[config.mk]
export PLATFORM = sky130hd
export DESIGN_NAME = icsp_nibble_tx
export DESIGN_NICKNAME = d
export VERILOG_FILES = /design/src/rtl/icsp_nibble_tx.sv
export SDC_FILE = /design/constraint.sdc
export NUM_CORES = 1
export LEC_CHECK = 0
export ABC_AREA = 1
export CELL_PAD_IN_SITES_DETAIL_PLACEMENT = 1
export CELL_PAD_IN_SITES_GLOBAL_PLACEMENT = 1
export CORE_MARGIN = 4
export CORE_UTILIZATION = 45
export DETAILED_ROUTE_END_ITERATION = 16
export PLACE_DENSITY = 0.95
export SYNTH_ARGS = -nofsm -noshare
export SYNTH_HDL_FRONTEND = slang
export SYNTH_SLANG_ARGS = --single-unit
[constraint.sdc]
create_clock -name clk_i -period 2.9 [get_ports clk_i]
set_input_delay 0.725 -clock clk_i [delete_from_list [all_inputs] [get_ports clk_i]]
set_output_delay 0.725 -clock clk_i [all_outputs]
set_load 0.02 [all_outputs]
[src/rtl/icsp_nibble_tx.sv]
// ICSP serializer: packs four nibbles into a program word, then clocks out a
// 6-bit command, a fixed gap and a 16-bit data frame on PGC/PGD, LSB first.
module icsp_nibble_tx #(
  parameter int unsigned CLK_DIV = 4,
  parameter int unsigned GAP_CYC = 4
) (
  input  logic       clk_i,
  input  logic       assyn_rst_ni,
  input  logic       sync_rst_i,
  input  logic [3:0] nib_i,
  input  logic       nib_valid_i,
  output logic       nib_ready_o,
  input  logic [5:0] cmd_i,
  output logic       pgc_o,
  output logic       pgd_o,
  output logic       pgd_oe_o,
  output logic       busy_o,
  output logic       done_o,
  output logic [2:0] state_o
);

  localparam int unsigned DIV_W = (CLK_DIV > 1) ? $clog2(CLK_DIV) : 1;
  localparam int unsigned GAP_W = (GAP_CYC > 1) ? $clog2(GAP_CYC) : 1;
  localparam logic [DIV_W-1:0] DIV_LAST = DIV_W'(CLK_DIV - 1);
  localparam logic [GAP_W-1:0] GAP_LAST = GAP_W'(GAP_CYC - 1);

  typedef enum logic [2:0] {
    IDLE    = 3'd0,
    COLLECT = 3'd1,
    CMD     = 3'd2,
    GAP     = 3'd3,
    DATA    = 3'd4,
    DONE    = 3'd5
  } state_e;

  state_e           state_q, state_n;
  logic [1:0]       cnt_q, cnt_n;
  logic [13:0]      word_q, word_n;
  logic [14:0]      sh_q, sh_n;
  logic [DIV_W-1:0] div_q, div_n;
  logic             half_q, half_n;
  logic [3:0]       bit_q, bit_n;
  logic [GAP_W-1:0] gap_q, gap_n;
  logic             pgc_q, pgc_n;
  logic             pgd_q, pgd_n;
  logic             oe_q, oe_n;
  logic             rdy_q, rdy_n;
  logic             xfer;
  logic             div_wrap;

  // Handshake: a nibble moves on a rising edge where nib_valid_i && nib_ready_o;
  // nib_ready_o is registered, so it only reflects IDLE/COLLECT once out of reset.
  assign xfer     = nib_valid_i && rdy_q;
  assign div_wrap = (div_q == DIV_LAST);

  always_comb begin
    state_n = state_q;
    cnt_n   = cnt_q;
    word_n  = word_q;
    sh_n    = sh_q;
    div_n   = div_q;
    half_n  = half_q;
    bit_n   = bit_q;
    gap_n   = gap_q;
    pgc_n   = pgc_q;
    pgd_n   = pgd_q;
    oe_n    = oe_q;
    case (state_q)
      IDLE, COLLECT: begin
        if (xfer) begin
          // word[15:14] never reach the wire, so only nib_i[1:0] of the 4th nibble is kept
          case (cnt_q)
            2'd0:    word_n[3:0]   = nib_i;
            2'd1:    word_n[7:4]   = nib_i;
            2'd2:    word_n[11:8]  = nib_i;
            default: word_n[13:12] = nib_i[1:0];
          endcase
          cnt_n = cnt_q + 2'd1;
          if (cnt_q == 2'd3) begin
            state_n = CMD;
            pgc_n   = 1'b1;
            pgd_n   = cmd_i[0];
            oe_n    = 1'b1;
            sh_n    = {10'b0, cmd_i[5:1]};
            bit_n   = 4'd5;
            div_n   = '0;
            half_n  = 1'b0;
          end else begin
            state_n = COLLECT;
          end
        end
      end
      CMD, DATA: begin
        if (div_wrap) begin
          div_n = '0;
          if (!half_q) begin
            half_n = 1'b1;
            pgc_n  = 1'b0;
          end else if (bit_q != 4'd0) begin
            half_n = 1'b0;
            pgc_n  = 1'b1;
            pgd_n  = sh_q[0];
            sh_n   = {1'b0, sh_q[14:1]};
            bit_n  = bit_q - 4'd1;
          end else if (state_q == CMD) begin
            state_n = GAP;
            pgd_n   = 1'b0;
            gap_n   = '0;
          end else begin
            state_n = DONE;
            pgd_n   = 1'b0;
            oe_n    = 1'b0;
          end
        end else begin
          div_n = div_q + DIV_W'(1);
        end
      end
      GAP: begin
        if (gap_q == GAP_LAST) begin
          // start bit goes out now; the remaining 15 frame bits are {stop, word[13:0]}
          state_n = DATA;
          pgc_n   = 1'b1;
          pgd_n   = 1'b0;
          sh_n    = {1'b0, word_q};
          bit_n   = 4'd15;
          div_n   = '0;
          half_n  = 1'b0;
        end else begin
          gap_n = gap_q + GAP_W'(1);
        end
      end
      DONE:    state_n = IDLE;
      default: state_n = IDLE;
    endcase
    rdy_n = (state_n == IDLE) || (state_n == COLLECT);
  end

  always_ff @(posedge clk_i or negedge assyn_rst_ni) begin
    if (!assyn_rst_ni) begin
      state_q <= IDLE;
      cnt_q   <= '0;
      word_q  <= '0;
      sh_q    <= '0;
      div_q   <= '0;
      half_q  <= 1'b0;
      bit_q   <= '0;
      gap_q   <= '0;
      pgc_q   <= 1'b0;
      pgd_q   <= 1'b0;
      oe_q    <= 1'b0;
      rdy_q   <= 1'b0;
    end else if (sync_rst_i) begin
      state_q <= IDLE;
      cnt_q   <= '0;
      word_q  <= '0;
      sh_q    <= '0;
      div_q   <= '0;
      half_q  <= 1'b0;
      bit_q   <= '0;
      gap_q   <= '0;
      pgc_q   <= 1'b0;
      pgd_q   <= 1'b0;
      oe_q    <= 1'b0;
      rdy_q   <= 1'b0;
    end else begin
      state_q <= state_n;
      cnt_q   <= cnt_n;
      word_q  <= word_n;
      sh_q    <= sh_n;
      div_q   <= div_n;
      half_q  <= half_n;
      bit_q   <= bit_n;
      gap_q   <= gap_n;
      pgc_q   <= pgc_n;
      pgd_q   <= pgd_n;
      oe_q    <= oe_n;
      rdy_q   <= rdy_n;
    end
  end

  assign nib_ready_o = rdy_q;
  assign pgc_o       = pgc_q;
  assign pgd_o       = pgd_q;
  assign pgd_oe_o    = oe_q;
  assign busy_o      = (state_q == CMD) || (state_q == GAP) || (state_q == DATA);
  assign done_o      = (state_q == DONE);
  assign state_o     = state_q;

endmodule

## After elaboration in Yosys (flattened, before gate mapping)

Cells that the tools add are included.

| word-level totals | value |
|---|---|
| register bits | 47 |
| input port bits | 14 |
| output and inout port bits | 9 |
| logic and storage cells | 151 |

| operators by class | value |
|---|---|
| mux-type cells | 78 |
| add/sub/neg operators | 4 |
| eq/ne operators | 23 |
| reductions and logical operators | 31 |

Operators by type and width:

| cell | count |
|---|---|
| $mux 15 | 7 |
| $pmux 15 s3 | 1 |
| $mux 14 | 3 |
| $mux 4 | 10 |
| $mux 2 | 16 |
| $ne 3x3->1 const B | 10 |
| $mux 1 | 26 |
| $mux 3 | 7 |
| $reduce_and 6->1 | 3 |
| $reduce_and 7->1 | 2 |
| $pmux 4 s3 | 1 |
| $reduce_and 3->1 | 4 |
| $reduce_bool 2->1 | 5 |
| $pmux 1 s3 | 3 |
| $pmux 3 s3 | 1 |
| $eq 2x2->1 const B | 4 |
| $reduce_bool 4->1 | 2 |
| $add 2x1->2 const B | 3 |
| $eq 3x1->1 const B | 2 |
| $eq 3x2->1 const B | 2 |
| $eq 3x3->1 const B | 2 |
| $logic_not 3->1 | 2 |
| $pmux 2 s3 | 1 |
| $reduce_bool 3->1 | 2 |
| 14 further kinds | 17 |

## Logic depth before layout (Yosys ltp)

| depth | value |
|---|---|
| word-level depth | 9 |
| gate-level depth with buffers | 11 |
| mapped depth without buffers | 10 |

## Least setup slack after synthesis

Ideal clock, no wire load.

| path | value |
|---|---|
| kind | register -> output |
| start point | reg state_q[2] (netlist: state_o[2]) |
| end point | out done_o |
| setup slack | 0.988 ns |
| stages on the path, launching flop included | 3 |
| data required time | 2.175 ns |
| path buffers | 0 |
| arrival | 1.187 ns |
| cells stage by stage | dfrtp_1 > inv_2 > nor3_1 |

| between the ends | value |
|---|---|
| word-level cells in the longest chain between the ends | 1 |

Ends and longest elaborated chain:

| item | RTL line | RTL |
|---|---|---|
| from (decl) | 36 | `state_e state_q, state_n;` |
| from (signal assigned) | 166 | `state_q <= state_n;` |
| $eq 3x3->1 | 186 | `assign done_o = (state_q == DONE);` |
| to (decl) | 18 | `output logic done_o,` |

No other way between the ends.

## Worst setup path in the final report

| path | value |
|---|---|
| start point | reg state_q[1] (netlist: state_o[1]) |
| end point | out busy_o |

| between the ends | value |
|---|---|
| word-level cells in the longest chain between the ends | 3 |
| elaborated cells on any way between the ends | 5 |
| those cells by class | eq/ne (3); reduce/logical (2) |

Ends and longest elaborated chain:

| item | RTL line | RTL |
|---|---|---|
| $eq 3x2->1 | 185 | `assign busy_o = (state_q == CMD) \|\| (state_q == GAP) \|\| (state_q == DATA);` |
| $logic_or 1x1->1 | 185 |  |
| $logic_or 1x1->1 (*) | 185 |  |
| to (decl) | 17 | `output logic busy_o,` |

Every way passes the cells marked *; elsewhere a longest branch is shown, timed or not.

==> results.cfg <==
[clock_tree]
cts-buffers-inserted = 5
htree_levels = 2
clk_pin_slew_worst_paths_ns = 0.09
cts_tree = built
post-cts-setup-buffers = 0
clock_path_buffers = 2
cts_resized = 0
clk_latency_ns = 0.31
cts_root_buf = clkbuf_8
hold_buffers = 0
clock_sinks = 46

[global_route]
antenna_found_initial = 0
track_usage = 0.222
grt_pass1_vias = 2498
grt_pass1_wl_um = 12600
grt_max_degree = 26
overflow = 0

[setup_path]
crit_fanout = 11
worstPathRequired_ns = 2.17
crit_family = buffers and inverters
crit_chain = nor2_2, nand2_2, nand2_1, clkdlybuf4s50_1
rrSetupSlack_ns = 0.81
rr_worst_depth = 9
reg2reg_to = sh_q[3]$_DFFE_PN0P_
path_class = flop to primary output
crit_arrival_ns = 1.91
crit_buf_inv = 1
critPathCaptureType = primary output
max_stage_delay_ns = 0.61
worst_r2r_startpoint = state_o[1]$_DFF_PN0_
worst_setup_path_start_kind = flop
cpMaxStageDelayCell = clkdlybuf4s50_1

[detailed_routing]
dr.pass1.iters = 4
drc = 0
vias = 2398
wire_per_inst_um = 16.3
dr.first_iter.drc_count = 185
routed_wl_um = 7220
viasPerCell = 5.41
antenna_left = 0

[synthesis]
synth_nets = 369
synth_top_area_share = 0.443
ys_ff_latch = 46
synth_area_per_cell_um2 = 7.48
yosysTopAreaCell = dfrtp_1
ys_seq_area_frac = 0.443
synth_warnings = 0
synth.area.top_cells = dfrtp_1, nand2_1, nand3_1
synth_cells = 347
ys_types = 29
netlist_area_mm2 = 0.00260

[pwr]
p_leak_nw = 1.49
power.total_mw = 1.50
powerDensity_mw_per_mm2 = 505
peakVddDrop_mv = 0.308

[place]
place_ws_ns = 0.256
placed_cells = 435
portBuffers = 22
dp_hpwl_um = 5520
gp_congestion = 0.883
dpl_cell_area_mm2 = 0.00288

[die]
dieArea_mm2 = 0.00705
dieHeight_um = 84.0
die_w_um = 84.0
boundaryPins = 23
std_cell_rows = 27
coreArea_mm2 = 0.00554
start_util = 0.469

[job]
max_cap_violations = 0

[cells_and_area]
finalNonFillerCells = 443
final_area_mm2 = 0.00297
final_layout_size_suffix_gt1_frac = 0.0728
fill_cells = 720
num_antenna_cells = 0
post-route-util = 0.536
final_nets = 392
syn2layout_area_growth_pct = 14.5

[hold_path]
holdCritPathClass = primary input to async pin

[timing]
min_period_ns = 2.64
fin_worst_skew_ns = 0.0111
worst_pin_slew_ns = 0.555
finalCritPeriodShare = 0.910
setup_slack_ns = 0.261
slew_violations = 0
finalSetupViolations = 0
hold_violations = 0
setup-tns-final_ns = 0
max_slew_margin = 0.630
rsz0062_at_grt = no
hold-worst-slack_ns = 0.393
max_freq_mhz = 379

[outcome]
status = complete, no violations
-- metal layers --
| metal | wire length [µm] | vias to the layer above | GRT usage |
|---|---|---|---|
| met2 | 3700 | 54 | 0.388 |
| met4 | 61 | 0 | 0.0497 |
| met5 | 0 | - | 0 |
| li1 | - | 1164 | - |
| met1 | 3100 | 1174 | 0.285 |
| met3 | 361 | 6 | 0.0405 |
-- cell usage after synthesis --
| master | count |
|---|---|
| a21oi_1 | 12 |
| nor3_1 | 2 |
| o21ai_0 | 23 |
| o211ai_1 | 2 |
| nor2_4 | 1 |
| nand2_2 | 5 |
| inv_1 | 28 |
| nor2_1 | 31 |
| a31oi_1 | 1 |
| buf_6 | 1 |
| inv_2 | 1 |
| nand2_4 | 2 |
| buf_4 | 2 |
| clkbuf_1 | 1 |
| o21ai_1 | 2 |
| nand3_2 | 1 |
| nand3_1 | 50 |
| nor2b_1 | 1 |
| ha_1 | 8 |
| nor2_8 | 2 |
| or2_0 | 1 |
| o21bai_1 | 1 |
| buf_1 | 2 |
| nand4_1 | 4 |
| nand2_1 | 109 |
| xnor2_1 | 1 |
| nor2_2 | 2 |
| dfrtp_1 | 46 |
| buf_2 | 5 |
-- cell usage in the layout (no fill, tap or decap), types with 6 or more instances in the layout --
cell type	netlist	layout
nand3_1	50	50
clkbuf_8	0	6
a21oi_1	12	12
ha_1	8	8
o21ai_0	23	23
dfrtp_1	46	46
nand2_1	109	109
nor2_1	31	31
clkdlybuf4s50_1	0	21
inv_1	28	28
-- where the power goes --
group	switching [mW]	internal, mW
Sequential	0.0521	0.710
Clock	0.224	0.197
Combinational	0.205	0.112
Total	0.482	1.02
-- final cells by class --
type / instances / area, µm² / area share
clock buffers: 7 / 86.3 / 0.0291
repair buffers: 27 / 253 / 0.0851
inverters: 29 / 109 / 0.0366
well taps: 72 / 90.1 / 0.0303
flip-flops and latches: 46 / 1150 / 0.387
clock inverters: 1 / 8.76 / 0.00295
multi-input cells: 261 / 1270 / 0.429
-- state kept, by name, indices dropped and copies added (netlist names) --
name and cells:
sh_q 14, word_q 14, half_q 1, div_q 2, cnt_q 2, bit_q 4
state_o 3, nib_ready_o 1, pgc_o 1, pgd_o 1, pgd_oe_o 1, gap_q 2
-- worst max-delay path by stage --
stage / from / slack (ns) / depth (start not counted) / to
floorplan: state_o[2]$_DFF_PN0_ / 0.99 / 2 / done_o
global placement: sync_rst_i / 0.36 / 8 / sh_q[2]$_DFFE_PN0P_
detailed placement: sync_rst_i / 0.26 / 7 / word_q[5]$_DFFE_PN0P_
CTS: state_o[2]$_DFF_PN0_ / 0.26 / 4 / busy_o
global route: state_o[2]$_DFF_PN0_ / 0.16 / 4 / busy_o
finish: state_o[1]$_DFF_PN0_ / 0.26 / 4 / busy_o
-- cells by family after synthesis --
logic type                 synth area share
DFF                                   0.443
AOI/OAI and AO/OA                    0.0824
adders and majority gates            0.0386
xor gates and xnor gates            0.00337
and+or+nand+nor                       0.366
buffers and inverters                0.0660
No activity file was read; power rests on OpenSTA's default activity.
